**src/rtl/xbar_port_deser.sv**
```systemverilog
// Serial-to-parallel receiver for one crossbar output line.
// A frame is an 8-bit header (bit 7 always 1, which doubles as the start
// bit) followed by an 8-bit payload, both MSB-first and sampled only on
// cycles where bit_en is high. Completed frames go into a one-deep holding
// register with a valid/ready handshake. A frame that completes while the
// holding register is full and not being drained is dropped.
//
// Ports:
//   clk, rst        clock, asynchronous active-high reset
//   bit_en          bit strobe; serial_in is sampled only when high
//   serial_in       serial line, MSB-first
//   out_ready       downstream accepts the held frame
//   out_valid       holding register contains a frame
//   out_hdr/out_pay held header / payload
//   out_par_err     held header has even overall parity
//   out_fmt_err     held header has reserved bit [1] set
//   overflow        one-cycle pulse when a completed frame is dropped
//   frame_cnt       frames loaded, wrapping
//   err_cnt         loaded frames with any header error, saturating
module xbar_port_deser #(
  parameter int unsigned FRAME_CNT_W = 16,
  parameter int unsigned ERR_CNT_W   = 8
) (
  input  logic                   clk,
  input  logic                   rst,
  input  logic                   bit_en,
  input  logic                   serial_in,
  input  logic                   out_ready,
  output logic                   out_valid,
  output logic [7:0]             out_hdr,
  output logic [7:0]             out_pay,
  output logic                   out_par_err,
  output logic                   out_fmt_err,
  output logic                   overflow,
  output logic [FRAME_CNT_W-1:0] frame_cnt,
  output logic [ERR_CNT_W-1:0]   err_cnt
);

  typedef enum logic [1:0] {StIdle, StHdr, StPay} state_e;

  state_e                 state_q, state_d;
  logic [2:0]             bit_cnt_q, bit_cnt_d;
  logic [7:0]             hdr_sh_q, hdr_sh_d;
  logic [7:0]             pay_sh_q, pay_sh_d;
  logic                   valid_q, valid_d;
  logic [7:0]             hdr_q, hdr_d;
  logic [7:0]             pay_q, pay_d;
  logic                   par_err_q, par_err_d;
  logic                   fmt_err_q, fmt_err_d;
  logic                   ovf_q, ovf_d;
  logic [FRAME_CNT_W-1:0] frame_cnt_q, frame_cnt_d;
  logic [ERR_CNT_W-1:0]   err_cnt_q, err_cnt_d;

  logic complete;
  logic load;
  logic new_par_err;
  logic new_fmt_err;

  // Receive FSM: header and payload shift registers, bit counter.
  always_comb begin
    state_d   = state_q;
    bit_cnt_d = bit_cnt_q;
    hdr_sh_d  = hdr_sh_q;
    pay_sh_d  = pay_sh_q;
    complete  = 1'b0;
    if (bit_en) begin
      unique case (state_q)
        StIdle: begin
          if (serial_in) begin
            hdr_sh_d  = 8'h01;
            bit_cnt_d = 3'd1;
            state_d   = StHdr;
          end
        end
        StHdr: begin
          hdr_sh_d = {hdr_sh_q[6:0], serial_in};
          if (bit_cnt_q == 3'd7) begin
            bit_cnt_d = 3'd0;
            state_d   = StPay;
          end else begin
            bit_cnt_d = bit_cnt_q + 3'd1;
          end
        end
        StPay: begin
          pay_sh_d = {pay_sh_q[6:0], serial_in};
          if (bit_cnt_q == 3'd7) begin
            complete  = 1'b1;
            bit_cnt_d = 3'd0;
            state_d   = StIdle;
          end else begin
            bit_cnt_d = bit_cnt_q + 3'd1;
          end
        end
        default: state_d = StIdle;
      endcase
    end
  end

  // Header is fully shifted in by the time any payload bit completes a frame.
  assign new_par_err = ~^hdr_sh_q;
  assign new_fmt_err = hdr_sh_q[1];

  // Holding register: accept when empty or being drained on the same edge.
  assign load = complete && (!valid_q || out_ready);

  always_comb begin
    valid_d     = valid_q;
    hdr_d       = hdr_q;
    pay_d       = pay_q;
    par_err_d   = par_err_q;
    fmt_err_d   = fmt_err_q;
    frame_cnt_d = frame_cnt_q;
    err_cnt_d   = err_cnt_q;
    ovf_d       = complete && valid_q && !out_ready;
    if (load) begin
      valid_d     = 1'b1;
      hdr_d       = hdr_sh_q;
      pay_d       = {pay_sh_q[6:0], serial_in};
      par_err_d   = new_par_err;
      fmt_err_d   = new_fmt_err;
      frame_cnt_d = frame_cnt_q + FRAME_CNT_W'(1);
      if ((new_par_err || new_fmt_err) && !(&err_cnt_q)) begin
        err_cnt_d = err_cnt_q + ERR_CNT_W'(1);
      end
    end else if (valid_q && out_ready) begin
      valid_d = 1'b0;
    end
  end

  always_ff @(posedge clk or posedge rst) begin
    if (rst) begin
      state_q     <= StIdle;
      bit_cnt_q   <= 3'd0;
      hdr_sh_q    <= 8'h00;
      pay_sh_q    <= 8'h00;
      valid_q     <= 1'b0;
      hdr_q       <= 8'h00;
      pay_q       <= 8'h00;
      par_err_q   <= 1'b0;
      fmt_err_q   <= 1'b0;
      ovf_q       <= 1'b0;
      frame_cnt_q <= '0;
      err_cnt_q   <= '0;
    end else begin
      state_q     <= state_d;
      bit_cnt_q   <= bit_cnt_d;
      hdr_sh_q    <= hdr_sh_d;
      pay_sh_q    <= pay_sh_d;
      valid_q     <= valid_d;
      hdr_q       <= hdr_d;
      pay_q       <= pay_d;
      par_err_q   <= par_err_d;
      fmt_err_q   <= fmt_err_d;
      ovf_q       <= ovf_d;
      frame_cnt_q <= frame_cnt_d;
      err_cnt_q   <= err_cnt_d;
    end
  end

  assign out_valid   = valid_q;
  assign out_hdr     = hdr_q;
  assign out_pay     = pay_q;
  assign out_par_err = par_err_q;
  assign out_fmt_err = fmt_err_q;
  assign overflow    = ovf_q;
  assign frame_cnt   = frame_cnt_q;
  assign err_cnt     = err_cnt_q;

endmodule

```
**config.mk**
```make
export PLATFORM = sky130hd
export DESIGN_NAME = xbar_port_deser
export DESIGN_NICKNAME = d
export VERILOG_FILES = /design/src/rtl/xbar_port_deser.sv
export SDC_FILE = /design/constraint.sdc
export NUM_CORES = 1
export LEC_CHECK = 0
export ABC_AREA = 1
export CAP_MARGIN = 30
export CORE_ASPECT_RATIO = 0.7
export CORE_MARGIN = 2
export CORE_UTILIZATION = 57
export CTS_CLUSTER_DIAMETER = 60
export DETAILED_ROUTE_END_ITERATION = 7
export GPL_TIMING_DRIVEN = 1
export PLACE_DENSITY = 0.89
export SYNTH_ARGS = -nofsm -noshare
export SYNTH_HDL_FRONTEND = slang
export SYNTH_SLANG_ARGS = --single-unit
```
**constraint.sdc**
```tcl
create_clock -name clk -period 3.8 [get_ports clk]
set_clock_uncertainty 0.1 [all_clocks]
set_input_delay 0.76 -clock clk [delete_from_list [all_inputs] [get_ports clk]]
set_output_delay 0.76 -clock clk [all_outputs]
set_load 0.05 [all_outputs]
```
Yosys cells after proc, flatten, opt, wreduce, memory -nomap -nowiden
Index checks and enable logic that the tools add are counted.
Widths: inputs -> output; s select.

cells by class
  add/subtract/negate cells = 3
  eq/ne operators = 6
  mux-type cells = 14
  reduce and logical (&&, ||, !) cells = 22

operators with widths
  operator               count
  $add 16x1->16 const B  1
  $pmux 8 s2             1
  $add 8x1->8 const B    1
  $mux 8                 1
  $reduce_and 8->1       1
  $reduce_xnor 8->1      1
  $mux 2                 3
  $mux 3                 2
  $ne 2x2->1 const B     3
  $pmux 2 s3             1
  $pmux 3 s2             1
  $reduce_and 3->1       2
  $reduce_bool 2->1      3
  $logic_and 1x1->1      5
  $mux 1                 5
  $reduce_and 2->1       2
  $reduce_and 4->1       1
  $add 3x1->3 const B    1
  $eq 3x3->1 const B     1
  $logic_not 1->1        3
  $eq 2x1->1 const B     1
  $eq 2x2->1 const B     1
  $logic_not 2->1        1
  $logic_or 1x1->1       2
  $reduce_or 2->1        1

storage, ports and cells
  register bits = 64
  output and inout bits = 44
  logic and storage cells = 57

Longest topological paths before layout
Gate-level depths: netlist of run 1.

  word-level depth = 6
  depth in mapped cells = 11

Worst setup path before layout of run 1
Ideal clock, no wire load.

  path kind = register to register
  from = register frame_cnt_q[0] (netlist: frame_cnt[0])
  to = register frame_cnt_q[12] (netlist: frame_cnt[12])
  setup time = 0.123 ns
  arrival = 1.659 ns
  required time = 3.577 ns
  path slack = 1.918 ns
  cell stages (with the launch flop) = 8
  path buffers = 0
  clock period less this slack = 1.882 ns
  cells stage by stage = dfrtp_1 ha_1 nand3_2 nor3_4 nand2_2 nor2_2 nand2_1 xor2_1

on the way
  longest elaborated chain between the ends = 1

RTL lines
  what                    RTL line  source
  start, declared         51        logic [FRAME_CNT_W-1:0] frame_cnt_q, frame_cnt_d;
  start signal, assigned  155       frame_cnt_q <= frame_cnt_d;
  $add 16x1->16           121       frame_cnt_d = frame_cnt_q + FRAME_CNT_W'(1);

No other way between the ends.
A chain may end at the register's enable or synchronous reset.

Worst setup path after layout of run 1
  from = register frame_cnt_q[3] (netlist: frame_cnt[3])
  to = output port frame_cnt[3]

RTL lines
  what           RTL line  source
  end, declared  35        output logic [FRAME_CNT_W-1:0] frame_cnt,

No word-level cell between the ends.

==> results of run 1 <==
-- stage by stage --
step	cell area (sq um)	setup slack [ps]	power, mW
floorplan	2902	1370	1.601
global placement	3448	1083	1.852
detailed placement	3448	1003	1.890
CTS	3672	1210	2.569
global route	3672	1127	2.706
finish	3672	1216	2.565
-- cells in the final DEF, fill, tap and decap left out --
master | synthesis | final
o21ai_0 | 28 | 28
buf_4 | 2 | 2
a21o_1 | 1 | 1
nor2_1 | 15 | 15
a21oi_2 | 1 | 1
ha_1 | 8 | 8
nor3_1 | 3 | 3
a22o_1 | 2 | 2
nand3_2 | 4 | 4
nand3_1 | 6 | 6
inv_1 | 38 | 37
nand2_1 | 86 | 86
clkbuf_8 | 0 | 11
bufinv_16 | 0 | 2
a22oi_1 | 1 | 1
xnor2_1 | 7 | 7
clkdlybuf4s50_1 | 0 | 48
nand2_2 | 3 | 3
nor2_4 | 3 | 3
clkinv_2 | 1 | 2
a21oi_1 | 2 | 2
dfrtp_1 | 63 | 63
nand3_4 | 1 | 1
xor2_1 | 11 | 11
nor2_2 | 2 | 2
clkbuf_1 | 4 | 2
inv_2 | 1 | 2
o22ai_1 | 7 | 7
a41oi_1 | 1 | 1
nor3_4 | 1 | 1
nand2_4 | 1 | 1
nand4_1 | 10 | 10
-- final cells by class --
| type | count | area share |
|---|---|---|
| clock inverter | 3 | 0.01772 |
| timing repair buffer | 50 | 0.1349 |
| clock buffer | 13 | 0.04327 |
| multi-input combinational | 204 | 0.3101 |
| inverter | 40 | 0.04123 |
| tap | 69 | 0.02351 |
| sequential | 63 | 0.4293 |
-- synthesized netlist by cell type, drive strengths merged --
cell type / n
nand2: 90
a22oi: 1
a21o: 1
clkinv: 1
inv: 39
xor2: 11
xnor2: 7
a41oi: 1
ha: 8
nand3: 11
a21oi: 3
a22o: 2
nor3: 4
clkbuf: 4
o22ai: 7
nand4: 10
buf: 3
nor2: 20
dfrtp: 63
o21ai: 28
-- per-layer routing --
layer,global-route usage,vias to the layer above
li1,-,1119
met1,0.3307,1109
met2,0.4093,49
met3,0.07077,17
met4,0.1082,0
met5,0,-
-- flip-flops by register name (all words and copies together), names as in the netlist --
name / flops
pay_sh_q: 7
out_hdr: 8
out_par_err: 1
state_q: 2
hdr_sh_q: 8
err_cnt: 8
out_pay: 8
frame_cnt: 16
bit_cnt_q: 3
overflow: 1
out_valid: 1
-- power by group --
| part | internal, mW | switching [mW] |
|---|---|---|
| Clock | 0.405 | 0.256 |
| Combinational | 0.307 | 0.654 |
| Sequential | 0.825 | 0.118 |
-- worst paths after layout --
kind                                          start                         to  slack, ps  depth (start not counted)
min in group asynchronous                       rst     err_cnt[6]$_DFFE_PP0P_        700                          2
hold reg to reg             out_par_err$_DFFE_PP0P_    out_par_err$_DFFE_PP0P_        380                          1
setup reg to reg             state_q[0]$_DFFE_PP0P_  frame_cnt[11]$_DFFE_PP0P_       1510                         10
max in group asynchronous                       rst   bit_cnt_q[0]$_DFFE_PP0P_       2220                          3
setup / recovery           frame_cnt[3]$_DFFE_PP0P_               frame_cnt[3]       1220                          1
hold / removal              out_par_err$_DFFE_PP0P_    out_par_err$_DFFE_PP0P_        380                          1
-- cell families after synthesis --
family / after synthesis
adder cells (fa/ha/maj): 8
buffers and inverters: 47
flip-flops: 63
AO/OA/AOI/OAI: 43
AND/OR/NAND/NOR: 135
XOR/XNOR: 18
==> flow_metrics.py, run 1 <==
metrics = {
    "drt": {
        "detailed_route_wire_length_per_cell_um": 14.33,
        "drt_pass1_iterations": 5,
        "met3_wirelength_um": 254,
        "drt_drc_violations_left": 0,
        "drt-initial-drc-count": 135,
        "route.detailed.vias_per_inst": 5.190,
        "routed-wl-met2_um": 3069,
        "detail-route-antenna-nets": 0,
        "drt-total-wl_um": 6332,
        "route.top_layer_used": "met4",
        "wl_met1_um": 2842,
        "detailroute.via_count": 2294,
    },
    "global_routing": {
        "via_count_of_the_first_global_routing_pass": 2305,
        "grt_start_max_net_pins": 40,
        "grt_first_pass_wirelength_um": 10930,
        "gr-total-overflow": 0,
        "grt_antenna_before_repair": 0,
        "overall_track_demand_over_capacity_in_global_routing": 0.2578,
    },
    "worst_setup_path": {
        "cp.required_ps": 2940,
        "timing_worst_setup_path_type": "reg -> out",
        "critical_path.cell_chain": "clkdlybuf4s50_1",
        "setup.worst_path.start_class": "flop",
        "worst_setup_path_end_kind": "output pin",
        "critical-path-top-delay-family": "buffers and inverters",
        "worst_ep_arrival_time_ps": 1720,
        "critPathMaxFanout": 5,
        "cell_with_the_largest_stage_delay_on_the_worst_path": "clkdlybuf4s50_1",
        "crit_buf_inv": 1,
        "timing.critical_path.slowest_cell_delay_ps": 870,
    },
    "finish": {
        "insertedDiodeCount": 0,
        "finalNonFillerCells": 442,
        "fin_nets": 381,
        "total_of_fill_cells_in_the_finished_design": 360,
        "final_layout_size_suffix_gt1_frac": 0.09383,
        "multiInputGateArea_sq_mm": 0.001139,
        "syn2layout_area_growth_pct": 26.56,
        "final-seq-area_sq_mm": 0.001577,
        "finalCoreUtilization": 0.7596,
    },
    "timing": {
        "worst-slew-pin-transition_ps": 600.1,
        "fin_crit_sh": 0.6799,
        "setup-tns-final_ps": 0,
        "timing.final.crit_period_ps": 2584,
        "finalHoldWorstSlack_ps": 379.8,
        "hold_violation_count_in_the_final_report": 0,
        "clock.fmax_ghz": 0.3871,
        "rsz0062_at_grt": "no",
        "slew_headroom": 0.5994,
        "slew_viol_final": 0,
        "report.final.setup_viol": 0,
    },
    "floorplan": {
        "initial_utilization": 0.6002,
        "fp.coreArea_sq_mm": 0.004835,
        "pin_count": 49,
        "floorplan.die.height_um": 63.70,
        "die_width_um": 89.28,
        "row_count": 21,
        "floorplan.die_area_sq_mm": 0.005686,
    },
    "yosys": {
        "synthesis.instances": 314,
        "synthAdderAreaFrac": 0.03450,
        "synth_mux_area_frac": 0,
        "ys_seq_elements": 63,
        "mappedNetlistArea_sq_mm": 0.002902,
        "post_synth_net_total": 327,
        "yosysWarnings": 0,
        "yosys.area.top_type": "dfrtp_1",
        "synth_compound_area_frac": 0.08409,
        "dominant_combinational_cell_family_by_area_after_synthesis": "simple AND/OR/NAND/NOR gates",
        "synth.yosys.seq_area_share": 0.5433,
        "synth_largest_type_area_fraction": 0.5433,
        "synth_xor_area_frac": 0.05433,
        "synthDistinctLibCells": 30,
        "synth.top_cells.by_area": "dfrtp_1 (54%), nand2_1 (11%), inv_1 (4.9%), o21ai_0 (4.8%), ha_1 (3.4%)",
        "avgSynthCellArea_sq_um": 9.241,
        "area_share_of_and_or_nand_nor_cells_after_synthesis": 0.2195,
    },
    "pwr": {
        "powerDensity_mw_per_mm2": 698.4,
        "ir_drop_v": 0.0005943,
        "leakage_nw": 1.776,
    },
    "clock_network": {
        "max-clock-path-buffers": 2,
        "insertion_delay_ps": 340,
        "cts_buffers": 9,
        "clkSlewWorstSetupHoldPaths_ps": 70,
        "post-cts-setup-buffers": 0,
        "cts_resized": 0,
        "ctsRootBufferMaster": "clkbuf_8",
        "tritoncts_num_sinks": 63,
        "cts_tree": "yes",
        "cts.hold.buffers_added": 0,
        "cts_max_level": 3,
    },
    "placed_design": {
        "io_buffers": 48,
        "dp_cells": 426,
        "globalplace.congestion": 0.8073,
        "post-dp-hpwl_um": 4158,
    },
    "worst_hold_path": {
        "hp-class": "reg -> reg",
    },
    "job": {
        "drv.max_cap_violation_count": 0,
    },
    "outcome": {
        "status": "complete, no violations",
    },
}
No activity file was read; power rests on OpenSTA's default activity.
==> run 2, diff against run 1 <==
--- a/config.mk
+++ b/config.mk
@@ -9,11 +9,11 @@
 export CAP_MARGIN = 30
 export CORE_ASPECT_RATIO = 0.7
 export CORE_MARGIN = 2
-export CORE_UTILIZATION = 57
+export CORE_UTILIZATION = 53
 export CTS_CLUSTER_DIAMETER = 60
 export DETAILED_ROUTE_END_ITERATION = 7
 export GPL_TIMING_DRIVEN = 1
-export PLACE_DENSITY = 0.89
+export PLACE_DENSITY = 0.84
 export SYNTH_ARGS = -nofsm -noshare
 export SYNTH_HDL_FRONTEND = slang
 export SYNTH_SLANG_ARGS = --single-unit
==> constraint.sdc (replaced) <==
create_clock -name clk -period 2.5 [get_ports clk]
set_clock_uncertainty 0.1 [all_clocks]
set_input_delay 0.5 -clock clk [delete_from_list [all_inputs] [get_ports clk]]
set_output_delay 0.5 -clock clk [all_outputs]
set_load 0.05 [all_outputs]
==> flow_metrics.py, run 2 (synthesis results as in run 1) <==
metrics = {
    "placed_design": {
        "io_buffers": 48,
        "globalplace.congestion": 0.8268,
        "setup_ws_pre_cts_ps": 234.6,
        "post-dp-hpwl_um": 3984,
    },
    "clock_network": {
        "cts.hold.buffers_added": 0,
        "cts_buffers": 9,
        "cts_resized": 0,
        "cts_tree": "yes",
        "post-cts-setup-buffers": 0,
        "clkSlewWorstSetupHoldPaths_ps": 70,
        "ctsRootBufferMaster": "clkbuf_8",
        "tritoncts_num_sinks": 63,
        "max-clock-path-buffers": 2,
        "insertion_delay_ps": 340,
        "cts_max_level": 3,
    },
    "finish": {
        "flip_flop_count_of_the_largest_register_after_layout": 16,
        "most-common-layout-cells": "nand2_1 (86), dfrtp_1 (63), clkdlybuf4s50_1 (48)",
        "layout.cells.most_common": "nand2_1",
        "fin_nets": 382,
        "final_layout_size_suffix_gt1_frac": 0.09893,
        "syn2layout_area_growth_pct": 26.18,
        "multiInputGateArea_sq_mm": 0.001139,
        "final-seq-area_sq_mm": 0.001577,
        "insertedDiodeCount": 0,
        "total_of_fill_cells_in_the_finished_design": 394,
    },
    "timing": {
        "slew_viol_final": 0,
        "slew_headroom": 0.6577,
        "clock.fmax_ghz": 0.4399,
        "timing.final.crit_period_ps": 2273,
        "report.final.setup_viol": 0,
        "rsz0062_at_grt": "no",
        "fin_crit_sh": 0.9093,
        "setup-tns-final_ps": 0,
        "setup_ws_ps": 226.8,
        "worst-slew-pin-transition_ps": 511.8,
        "hold_violation_count_in_the_final_report": 0,
    },
    "floorplan": {
        "initial_utilization": 0.5519,
        "die_width_um": 92.44,
        "row_count": 22,
        "floorplan.die.height_um": 65.91,
        "pin_count": 49,
        "fp.coreArea_sq_mm": 0.005258,
        "floorplan.die_area_sq_mm": 0.006092,
    },
    "pwr": {
        "powerDensity_mw_per_mm2": 1016,
        "ir_drop_v": 0.0007242,
        "leakage_nw": 1.767,
    },
    "worst_hold_path": {
        "hp-class": "reg -> reg",
    },
    "worst_setup_path": {
        "critical-path-top-delay-family": "buffers and inverters",
        "cell_with_the_largest_stage_delay_on_the_worst_path": "clkdlybuf4s50_1",
        "critical_path.cell_chain": "clkdlybuf4s50_1",
        "timing.critical_path.slowest_cell_delay_ps": 850,
        "cp.required_ps": 1900,
        "timing_worst_setup_path_type": "reg -> out",
        "worst_setup_path_end_kind": "output pin",
        "worst_ep_arrival_time_ps": 1670,
        "critPathMaxFanout": 5,
        "crit_buf_inv": 1,
        "setup.worst_path.start_class": "flop",
    },
    "drt": {
        "drt-initial-drc-count": 183,
        "detailroute.via_count": 2257,
        "detailed_route_wire_length_per_cell_um": 13.01,
        "drt_pass1_iterations": 4,
        "route.detailed.vias_per_inst": 5.061,
        "drt-total-wl_um": 5804,
        "drt_drc_violations_left": 0,
        "detail-route-antenna-nets": 0,
    },
    "global_routing": {
        "gr-total-overflow": 0,
        "grt_antenna_before_repair": 0,
        "grt_start_max_net_pins": 64,
        "grt_first_pass_wirelength_um": 10240,
        "via_count_of_the_first_global_routing_pass": 2208,
        "overall_track_demand_over_capacity_in_global_routing": 0.2171,
    },
    "job": {
        "drv.max_cap_violation_count": 0,
    },
    "outcome": {
        "status": "complete, no violations",
    },
}
[run 2: cell count changes in the layout (fill, tap and decap cells not counted), sizes merged]
| cell | delta |
|---|---|
| clkbuf | -3 |
| clkinv | +3 |
| buf | +1 |
| bufinv | -1 |
| clkinvlp | +1 |
[run 2: worst paths after layout]
kind	startpoint	end	slack [ps]	cells past startpoint
hold reg to reg	out_hdr[3]$_DFFE_PP0P_	out_hdr[3]$_DFFE_PP0P_	380	2
hold / removal	out_hdr[3]$_DFFE_PP0P_	out_hdr[3]$_DFFE_PP0P_	380	2
setup / recovery	frame_cnt[3]$_DFFE_PP0P_	frame_cnt[3]	230	1
min in group asynchronous	rst	err_cnt[4]$_DFFE_PP0P_	420	3
setup reg to reg	state_q[0]$_DFFE_PP0P_	frame_cnt[12]$_DFFE_PP0P_	550	10
max in group asynchronous	rst	hdr_sh_q[1]$_DFFE_PP0P_	1590	3
[run 2: cell type report]
cell class                 instances  share of cell area
sequential                        63              0.4306
multi-input combinational        204              0.3110
timing repair buffer              51              0.1408
inverter                          40             0.04135
clock buffer                      10             0.03486
tap                               72             0.02461
clock inverter                     6             0.01675
[run 2: per-layer routing]
metal	track usage	up-vias	share of wire
li1	-	1113	-
met1	0.2895	1085	0.47
met2	0.3349	52	0.47
met3	0.07982	7	0.047
met4	0.06530	0	0.0093
met5	0	-	0
[run 2: stage by stage]
stage | instance area (sq um) | std cells | hold slack [ps] | util | total power [mW]
2_1_floorplan | 2902 | 314 | 342.2 | - | 2.433
3_3_place_gp | 3472 | 430 | 358.3 | 0.6604 | 2.829
3_5_place_dp | 3472 | 430 | 372.4 | 0.6604 | 2.882
4_1_cts | 3661 | 446 | 388.6 | 0.6963 | 3.741
5_1_grt | 3661 | 446 | 421.3 | 0.6963 | 3.975
6_report | 3661 | 446 | 383.6 | 0.6963 | 3.720
[run 2: report_power, final]
part	internal (mW)	switching, mW	total, mW
Combinational	0.469	0.985	1.45
Sequential	1.25	0.162	1.42
Clock	0.457	0.394	0.851
Total	2.18	1.54	3.72
